<file path="config.mk">
export PLATFORM = sky130hd
export DESIGN_NAME = saturating_accumulator
export DESIGN_NICKNAME = d
export VERILOG_FILES = /design/src/rtl/saturating_accumulator.sv
export SDC_FILE = /design/constraint.sdc
export NUM_CORES = 1
export LEC_CHECK = 0
export CORE_AREA = 2 2 108 68
export CTS_BUF_LIST = sky130_fd_sc_hd__clkbuf_16
export CTS_CLUSTER_DIAMETER = 50
export DETAILED_ROUTE_END_ITERATION = 8
export DIE_AREA = 0 0 110 70
export GPL_TIMING_DRIVEN = 0
export SETUP_SLACK_MARGIN = 0.1
export SLEW_MARGIN = 20
export SYNTH_ARGS = -nofsm -noshare
export SYNTH_HDL_FRONTEND = slang
export SYNTH_SLANG_ARGS = --single-unit
</file>
<file path="constraint.sdc">
create_clock -name _i_clk -period 4.8 [get_ports _i_clk]
set_input_delay 1.2 -clock _i_clk [delete_from_list [all_inputs] [get_ports _i_clk]]
set_output_delay 1.2 -clock _i_clk [all_outputs]
set_load 0.03 [all_outputs]
</file>
<file path="src/rtl/saturating_accumulator.sv">
// Windowed saturating reducer: sums len samples with a clamp at max, presents one result per window.
// Optional sticky clamp flag is built when SATURATING_ACCUMULATOR_SAT_FLAG_EN is defined.
module saturating_accumulator #(
  parameter int WIDTH   = 8,
  parameter int COUNT_W = 4
) (
  input  logic               _i_clk,
  input  logic               _i_rst_n,
  input  logic               _i_in_valid,
  input  logic [WIDTH-1:0]   _i_in_data,
  input  logic [COUNT_W-1:0] _i_len,
  input  logic [WIDTH-1:0]   _i_max,
  input  logic               _i_out_ready,
  output logic [WIDTH+2:0]   __output
);

  typedef enum logic [1:0] {IDLE, ACCUM, HOLD} state_e;

  state_e             state_q, state_d;
  logic [WIDTH-1:0]   acc_q, acc_d;
  logic [WIDTH-1:0]   max_q, max_d;
  logic [WIDTH-1:0]   sum_q, sum_d;
  logic [COUNT_W-1:0] count_q, count_d;
  logic [COUNT_W-1:0] len_q, len_d;
  logic               out_valid_q, out_valid_d;
  logic               in_ready;
  logic               saturated_bit;

  // In IDLE the window is about to open, so operands come from the live inputs and a zeroed accumulator.
  logic               first;
  logic [WIDTH-1:0]   base_acc;
  logic [COUNT_W-1:0] base_cnt;
  logic [WIDTH-1:0]   eff_max;
  logic [COUNT_W-1:0] eff_len;
  logic [WIDTH:0]     sum_ext;
  logic               clamp;
  logic [WIDTH-1:0]   new_acc;
  logic [COUNT_W-1:0] new_cnt;

  assign in_ready = (state_q != HOLD);
  assign first    = (state_q == IDLE);
  assign base_acc = first ? '0 : acc_q;
  assign base_cnt = first ? '0 : count_q;
  assign eff_max  = first ? _i_max : max_q;
  assign eff_len  = first ? ((_i_len == '0) ? COUNT_W'(1) : _i_len) : len_q;
  assign sum_ext  = {1'b0, base_acc} + {1'b0, _i_in_data};
  assign clamp    = (sum_ext > {1'b0, eff_max});
  assign new_acc  = clamp ? eff_max : sum_ext[WIDTH-1:0];
  assign new_cnt  = base_cnt + COUNT_W'(1);

`ifdef SATURATING_ACCUMULATOR_SAT_FLAG_EN
  logic sat_q, sat_d;
  logic saturated_q, saturated_d;
  logic base_sat;
  assign base_sat      = first ? 1'b0 : sat_q;
  assign saturated_bit = saturated_q;
`else
  assign saturated_bit = 1'b0;
`endif

  always_comb begin
    state_d     = state_q;
    acc_d       = acc_q;
    count_d     = count_q;
    len_d       = len_q;
    max_d       = max_q;
    sum_d       = sum_q;
    out_valid_d = out_valid_q;
`ifdef SATURATING_ACCUMULATOR_SAT_FLAG_EN
    sat_d       = sat_q;
    saturated_d = saturated_q;
`endif
    case (state_q)
      HOLD: begin
        if (_i_out_ready) begin
          state_d     = IDLE;
          acc_d       = '0;
          count_d     = '0;
          out_valid_d = 1'b0;
`ifdef SATURATING_ACCUMULATOR_SAT_FLAG_EN
          sat_d       = 1'b0;
`endif
        end
      end
      default: begin
        if (_i_in_valid) begin
          len_d   = eff_len;
          max_d   = eff_max;
          acc_d   = new_acc;
          count_d = new_cnt;
`ifdef SATURATING_ACCUMULATOR_SAT_FLAG_EN
          sat_d   = base_sat | clamp;
`endif
          if (new_cnt == eff_len) begin
            state_d     = HOLD;
            sum_d       = new_acc;
            out_valid_d = 1'b1;
`ifdef SATURATING_ACCUMULATOR_SAT_FLAG_EN
            saturated_d = base_sat | clamp;
`endif
          end else begin
            state_d = ACCUM;
          end
        end
      end
    endcase
  end

  always_ff @(posedge _i_clk or negedge _i_rst_n) begin
    if (!_i_rst_n) begin
      state_q     <= IDLE;
      acc_q       <= '0;
      count_q     <= '0;
      len_q       <= '0;
      max_q       <= '0;
      sum_q       <= '0;
      out_valid_q <= 1'b0;
    end else begin
      state_q     <= state_d;
      acc_q       <= acc_d;
      count_q     <= count_d;
      len_q       <= len_d;
      max_q       <= max_d;
      sum_q       <= sum_d;
      out_valid_q <= out_valid_d;
    end
  end

`ifdef SATURATING_ACCUMULATOR_SAT_FLAG_EN
  always_ff @(posedge _i_clk or negedge _i_rst_n) begin
    if (!_i_rst_n) begin
      sat_q       <= 1'b0;
      saturated_q <= 1'b0;
    end else begin
      sat_q       <= sat_d;
      saturated_q <= saturated_d;
    end
  end
`endif

  assign __output = {in_ready, out_valid_q, saturated_bit, sum_q};

endmodule

</file>
==> results of run 1 <==
flip-flops by register name, indices dropped and copies added, names as in the netlist:
signal	count
out_valid_q	1
acc_q	8
len_q	4
max_q	8
sum_q	8
state_q	2
count_q	4
worst paths after layout:
| kind | start | to | slack [ns] | depth (start not counted) |
|---|---|---|---|---|
| max | _i_in_data[3] | sum_q[1] | 0.35 | 15 |
| min | max_q[0] | max_q[0] | 0.47 | 2 |
| max reg2reg | state_q[1] | sum_q[1] | 0.37 | 19 |
| min reg2reg | max_q[0] | max_q[0] | 0.47 | 2 |
| max in group asynchronous | _i_rst_n | max_q[6] | 3.66 | 2 |
| min in group asynchronous | _i_rst_n | sum_q[7] | 0.75 | 1 |
worst register-to-register path, delay by kind of cell (launching register included):
kind | cells | cell delay, ns
xor gates and xnor gates | 1 | 0.19
muxes | 2 | 0.48
adders and majority gates | 3 | 0.86
buffers and inverters | 4 | 0.76
AOI/OAI and AO/OA | 7 | 1.33
DFF | 1 | 0.35
and+or+nand+nor | 2 | 0.39
cell families after synthesis:
| group | Yosys count |
|---|---|
| AO/OA/AOI/OAI | 50 |
| XOR/XNOR | 12 |
| AND/OR/NAND/NOR | 56 |
| other | 1 |
| buffers and inverters | 31 |
| multiplexers | 28 |
| adder cells (fa/ha/maj) | 18 |
| flip-flops | 35 |
cell type report:
cell class	count	area, um^2
flip-flops and latches	35	876
clock inverters	3	11.3
inverters	19	71.3
clock buffers	5	125
multi-input cells	165	1370
well taps	91	114
plain buffers	11	63.8
fillers	656	3850
repair buffers	40	397
metrics by stage:
step | setup WS [ns] | std cells | cell area (um^2) | hold WS [ns]
after global routing | 0.0908 | 369 | 3020 | 0.493
final | 0.348 | 369 | 3020 | 0.473
after global placement | -0.519 | 355 | 2730 | 0.454
after floorplan | 0.145 | 231 | 2290 | 0.442
after detailed placement | -0.583 | 356 | 2750 | 0.461
after CTS | 0.106 | 364 | 2900 | 0.473
layout by cell type (no fill, tap or decap), drive strengths merged, types with 2 or more instances in the layout:
| master | n |
|---|---|
| a21o | 4 |
| a2111oi | 2 |
| clkinv | 2 |
| nor2 | 8 |
| mux2 | 10 |
| o21ai | 17 |
| nand3 | 4 |
| clkbuf | 9 |
| dfrtp | 35 |
| xor2 | 6 |
| buf | 15 |
| and3 | 2 |
| a21oi | 8 |
| ha | 17 |
| a22o | 6 |
| and4 | 2 |
| nor3 | 5 |
| a211oi | 3 |
| and2 | 2 |
| nand2 | 20 |
| inv | 20 |
| o22ai | 2 |
| nor2b | 11 |
| mux2i | 18 |
| xnor2 | 6 |
| clkdlybuf4s50 | 31 |
repair_timing:
item,in CTS,in global routing
setup buffers,1,5
resized for setup,2,22
pin swaps,1,13
setup endpoints to repair,16,16
hold buffers,0,0
metal layers:
layer | up-vias | GRT usage [%]
li1 | 897 | -
met1 | 842 | 24.7
met2 | 50 | 18.6
met3 | 5 | 4.48
met4 | 0 | 3.38
met5 | - | 0
==> results summary, run 1 <==
The critical path is of the in -> reg type. The total grt overflow is 0. The post-detailed-placement half-perimeter wirelength came out at 4140 um. The worst setup path is captured at a flip-flop. The net total in the final layout is 319. The source-to-sink clock delay at the later pin of the worst-skew pair came out at 0.28 ns. The number of primary I/O pins came out at 35. The share of synthesized flip-flops with an asynchronous set or reset is 100%. The portion of the clock cycle consumed by the worst path in the final layout came out at 92.7%. The via count normalized by instance count is 4.86. The number of design-rule violations left by the first detailed-router iteration is 96. The initial cell density of the core is 33.3%. In this run the core area contains 24 standard-cell rows. The clock tree root buffer cell is sky130_fd_sc_hd__clkbuf_16.

The number of buffer and inverter stages on the critical path came out at 2. Averaged over all synthesized cells, the footprint is 9.91 um^2. The via count of the first global-routing pass is 1710.

Yosys attributes the largest share of cell area to sky130_fd_sc_hd__dfrtp_1 (38%), sky130_fd_sc_hd__ha_1 (9.3%), sky130_fd_sc_hd__mux2i_1 (7.9%), sky130_fd_sc_hd__o21ai_0 (3.7%), sky130_fd_sc_hd__mux2_2 (3.4%). The wire length of the first global-routing pass came out at 8730 um. The synthesized-area fraction occupied by and/or/nand/nor cells came out at 12.1%. The multiplexer share of the synthesized area came out at 13.3%. The count of flip-flops with a built-in enable after synthesis is 0. On the critical path, the stage with the largest delay is an instance of sky130_fd_sc_hd__clkdlybuf4s50_1. The detailed router used layers up to and including met4. Setup repair after global routing left no endpoint under its margin.

The total iterations of the first detailed-routing run is 4. The setup TNS is 0 ns. The synthesized netlist devotes 15.6% of its cell area to compound gates. The count of input and output buffers is 33. The commonest cells after synthesis are sky130_fd_sc_hd__dfrtp_1 (35), sky130_fd_sc_hd__nand2_1 (20), sky130_fd_sc_hd__inv_1 (19), sky130_fd_sc_hd__mux2i_1 (18).

The number of nets with antenna violations after routing came out at 0. Between clock sinks in the finished design, the worst skew comes to 0.00658 ns. The maximum number of pins on one net before global-route repair came out at 31. The clock-pin slew on the worst setup and hold paths came out at 0.05 ns.

The placeable core region is 6880 um^2. The largest family of logic cells by synthesized area is compound AO/OA/AOI/OAI gates. The arrival time at the worst endpoint came out at 4.65 ns.

The area of the die is 7700 um^2. The max-slew headroom at the worst pin is 60.6%. The met1 wire length is 3050 um.

The mapped netlist covers 2290 um^2. The maximum buffer depth of the clock tree came out at 2. The average detailed-routed wire length per instance came out at 15.0 um. Derived from the worst setup path, the maximum achievable clock frequency is 225 MHz. The most used flip-flop cell after synthesis is sky130_fd_sc_hd__dfrtp_1. The fraction of layout instances using a drive strength above 1 came out at 17.3%. The routed length on met3 is 365 um. Of the total synthesized cell area, the portion taken by full adders, half adders and majority gates is 10.2%.

The total of endpoints with negative setup slack in the final report came out at 0. For this run, the share of the core covered by cells in the final layout is 44.0%. Across the run, the number of max-cap violations was 0.

sky130_fd_sc_hd__dfrtp_1 is the most common cell in the netlist. The slew at the pin closest to its max-slew limit is 0.575 ns. The min-delay analysis places its worst path in the category reg -> reg. For this run, the number of Yosys warnings is 0. The smallest clock period supported by the final layout is computed as 4.45 ns. STA puts the critical path data required time at 5.00 ns. The flow ran to the end, and the final reports show no timing, DRC or antenna violations.

For this run, the register share of the synthesized area comes to 38.3%. The detailed-route wire length came out at 5550 um. The share of the synthesized netlist area taken by xor and xnor gates came out at 4.59%. The TritonCTS clock tree is built. The antenna diode count is 0. The portion of synthesized cell area occupied by the leading cell type came out at 38.3%.

The initial antenna violation count came out at 0. The post-route DRC violation count came out at 0. The number of max-slew violations in the final report is 0. At the end of routability-driven placement, the weighted congestion stood at 0.890. In this run, synthesis produced a sequential element count of 35. From left edge to right edge, the die measures 110 um. The overall global routing resource usage came out at 15.1%. The number of different library cells used by synthesis comes to 40. The cell count after synthesis is 231. The signal on the critical path passes through clkdlybuf4s50_1 -> ha_1 -> a21oi_1 -> o22ai_1 -> o31ai_2 -> nand2b_1 -> xor2_1 -> ha_1 -> and3_4 -> a211oi_2 -> a211oi_2 -> a2111oi_4 -> buf_6 -> mux2_4 -> mux2i_1. The number of hold-slack violations in the final timing report is 0. The relative area change from synthesis to final layout came out at 32.1%. The count of H-tree levels built during CTS is 2. In this run the worst path has a maximum fanout of 8.

STA classifies the critical path startpoint as an input pin. After detailed routing, the met2 layer carries 2100 um of wire. For this design, the sink count on the clock tree is 35.

The synthesized netlist net count is 273. The delay of the slowest cell on the worst path came out at 0.42 ns. The largest total area in the synthesized netlist belongs to sky130_fd_sc_hd__dfrtp_1. The floorplan step set the die height to 70 um. The TritonCTS buffer count is 5. The total number of vias is 1794.

The largest delay contributor family on the critical path is compound AO/OA/AOI/OAI gates.
Power of run 1 is left out: the tool's default activity adds up to more than one toggle a clock period on the data nets, which glitch-free logic cannot reach.
==> run 2: changes to the inputs <==
CORE_AREA = 2 2 91 58   (was 2 2 108 68)
DIE_AREA = 0 0 93 60   (was 0 0 110 70)
PLACE_DENSITY = 0.73   (was not set)
clock period = 5.6 ns   (was 4.8 ns; I/O delays follow)
==> run 2 against run 1 <==
Flip-flop and latch count did not move. Wire length fell by 6.6%. Worst setup slack improved by 0.22 ns. Sequential share of layout area rose by 1.7 points. First-iteration DRC count fell by 24%. Via count rose by 1.2%. Clock skew fell by 0.0040 ns.
==> results summary, run 2 (same netlist as run 1, synthesis figures left out) <==
The run finished with clean final reports. The arrival time at the worst endpoint came out at 5.19 ns (+0.54 ns). The maximum buffer depth of the clock tree came out at 2 (unchanged).

The top cell types in the final layout, fill and taps aside, are sky130_fd_sc_hd__dfrtp_1 (35), sky130_fd_sc_hd__clkdlybuf4s50_1 (32), sky130_fd_sc_hd__inv_1 (20), sky130_fd_sc_hd__nand2_1 (20), sky130_fd_sc_hd__mux2i_1 (18). The number of cell instances on the worst register-to-register path is 19 (unchanged). The number of design-rule violations left by the first detailed-router iteration came to 73 (-24%). The number of hold-slack violations in the final timing report is 0 (unchanged). The required arrival time at the worst endpoint came out at 5.76 ns (+0.76 ns).

After detailed routing, no signal wire sits above met4. The total of endpoints with negative setup slack in the final report is 0 (unchanged). The placer's final routability congestion estimate is 0.812 (-8.8%). The final instance count without filler cells is 339 (-8.1%). The die height is 60 um (-14%). The slowest stage of the critical path is the sky130_fd_sc_hd__a211oi_1 cell.

The fraction of layout instances using a drive strength above 1 came out at 10.3% (-7.0 points). The cell family contributing the most delay on the critical path is compound AO/OA/AOI/OAI gates. The maximum number of pins on one net before global-route repair is 28 (-9.7%).

The count of H-tree levels built during CTS came to 2 (unchanged). The source-to-sink clock delay at the later pin of the worst-skew pair is 0.28 ns (about the same). The smallest hold slack is 0.472 ns (-0.00112 ns). The met2 layer wire length in the routed design is 2090 um (-0.57%).

In the finished design, the share of the clock period the worst path needs comes to 89.8%. The largest registers in the layout are acc_q (8), max_q (8), sum_q (8). The average detailed-routed wire length per instance came to 15.3 um (+1.6%). The worst hold path stage count came out at 2 (unchanged). The count of input and output buffers is 33 (unchanged). The worst reg-to-reg setup slack came to 0.61 ns (+0.24 ns).

The met1 wire length came to 2840 um (-7.0%). The worst-case clock skew was 0.00262 ns (-0.00396 ns). The die span in x is 93 um (-15%). The number of standard-cell rows in the floorplan came to 20 (-17%).

The number of primary I/O pins came out at 35 (unchanged). The final period demand of the worst path is 5.03 ns. The path length in cells of the critical path is 16 (+1). The net total in the final layout came out at 314 (-1.6%). Static timing analysis puts the maximum clock frequency at 199 MHz. The placeable core region was 4800 um^2 (-30%). The post-cts gate resize count came out at 0 (-2). In this run the clock root is driven by a sky130_fd_sc_hd__clkbuf_16. The post-detailed-placement half-perimeter wirelength came out at 3960 um (-4.2%). The via count of the first global-routing pass came to 1804 (+5.5%).

The hold buffer count at CTS is 0 (unchanged). The number of buffer and inverter stages on the critical path came out at 3 (+1). The final cell area excluding filler cells came out at 2860 um^2 (-5.5%).

The total grt overflow was 0 (unchanged). The delay of the slowest cell on the worst path came out at 0.50 ns (+0.08 ns). The number of instances in the placed design came out at 331 (-7.0%). The total iterations of the first detailed-routing run was 4 (unchanged).

The slew at the pin closest to its max-slew limit is 0.570 ns (-0.00525 ns). The number of nets with antenna violations after routing came out at 0 (unchanged). The TritonCTS sink count came out at 35 (unchanged). The max-slew headroom at the worst pin came out at 61.8% (+1.2 points). STA classifies the critical path endpoint as a flip-flop.

The number of filler cells placed in the layout is 431 (-34%). The top fanout value on the critical path came to 8 (unchanged). The total of max-cap violations was 0 (unchanged). The total cell area at the placement stage came out at 2720 um^2 (-1.1%).

The area of the die was 5580 um^2 (-28%). Traced cell by cell, the critical path runs through clkdlybuf4s50_1 -> ha_1 -> fa_1 -> a211oi_2 -> o21bai_1 -> a21oi_1 -> xnor2_1 -> inv_1 -> ha_1 -> and3_1 -> and3_1 -> a211oi_1 -> a2111oi_4 -> buf_4 -> mux2i_1 -> mux2_4. The overall global routing resource usage is 20.8% (+5.7 points).

The TritonCTS buffer count is 5 (unchanged). The number of max-slew violations in the final report is 0 (unchanged). The detailed-route wire length is 5180 um (-6.6%). The initial cell density of the core is 47.6% (+14 points). The relative area change from synthesis to final layout is 24.8%. The via count normalized by instance count was 5.35 (+10%).

The clock-pin slew on the worst setup and hold paths came to 0.05 ns (about the same). The wire length of the first global-routing pass came out at 8780 um (+0.55%). TritonCTS built the clock tree. The initial antenna violation count came out at 0 (unchanged). The total number of vias came to 1815 (+1.2%).

The worst setup path is of the in -> reg kind. The setup TNS is 0 ns (unchanged). The post-route DRC violation count is 0 (unchanged). Setup repair after global routing left no endpoint under its margin. The most frequent standard cell in the layout excluding fill and tap cells is sky130_fd_sc_hd__dfrtp_1. The routed length on met3 came out at 211 um (-42%). The path class of the tightest hold or removal check is reg -> reg. The worst setup path is launched from an input pin. The antenna diode count is 0 (unchanged).
==> run 2: cell types whose count changed in the layout (fill, tap and decap cells not counted), moves of 2 or more <==
cell                       before  now
sky130_fd_sc_hd__mux2_4         5    3
sky130_fd_sc_hd__a211oi_2       3    1
sky130_fd_sc_hd__a21oi_2        2    0
sky130_fd_sc_hd__buf_4          8    4
sky130_fd_sc_hd__o21ai_1        2    0
sky130_fd_sc_hd__a21oi_1        6    8
sky130_fd_sc_hd__ha_1          15   17
sky130_fd_sc_hd__mux2i_2        3    0
sky130_fd_sc_hd__mux2_2         5    7
sky130_fd_sc_hd__o21ai_0       15   17
sky130_fd_sc_hd__mux2i_1       14   18
sky130_fd_sc_hd__a211oi_1       0    2
sky130_fd_sc_hd__buf_6          2    0
==> run 2: stage by stage <==
stage | util [%] | setup WS, ns
after CTS | 59.4 | 0.135
after global routing | 59.5 | 0.286
after global placement | 56.2 | 0.160
after floorplan | - | 0.945
after detailed placement | 56.5 | 0.0728
final | 59.5 | 0.569
==> run 2: metal layers <==
layer	track usage (%)	vias to the layer above
met5	0	-
met4	5.04	0
met3	4.54	7
met2	30.7	41
met1	31.1	879
li1	-	888
==> run 2: layout make-up <==
class / count / area, um^2 / share of cell area [%]
buffer: 11 / 57.6 / 2.01
sequential: 35 / 876 / 30.7
clock inverter: 3 / 11.3 / 0.394
multi-input combinational: 165 / 1280 / 44.8
clock buffer: 5 / 125 / 4.38
timing repair buffer: 35 / 353 / 12.4
inverter: 19 / 71.3 / 2.50
tap: 66 / 82.6 / 2.89
==> run 2: tightest hold or removal path: cells and delay by family (launching register included) <==
kind,cells,cell delay [ns]
DFF,1,0.34
and+or+nand+nor,2,0.10
==> run 2: final timing paths <==
path | start | to
max | _i_in_data[0] | sum_q[4]
min | max_q[0] | max_q[0]
max reg2reg | state_q[1] | sum_q[4]
min reg2reg | max_q[0] | max_q[0]
max in group asynchronous | _i_rst_n | sum_q[5]
min in group asynchronous | _i_rst_n | max_q[1]
==> run 2: repair_timing <==
action | 4_1_cts | 5_1_grt
endpoints found under the setup margin | 7 | 16
buffers inserted | 0 | 1
pin swaps | 1 | 1
Power of run 2 is left out for the same reason.
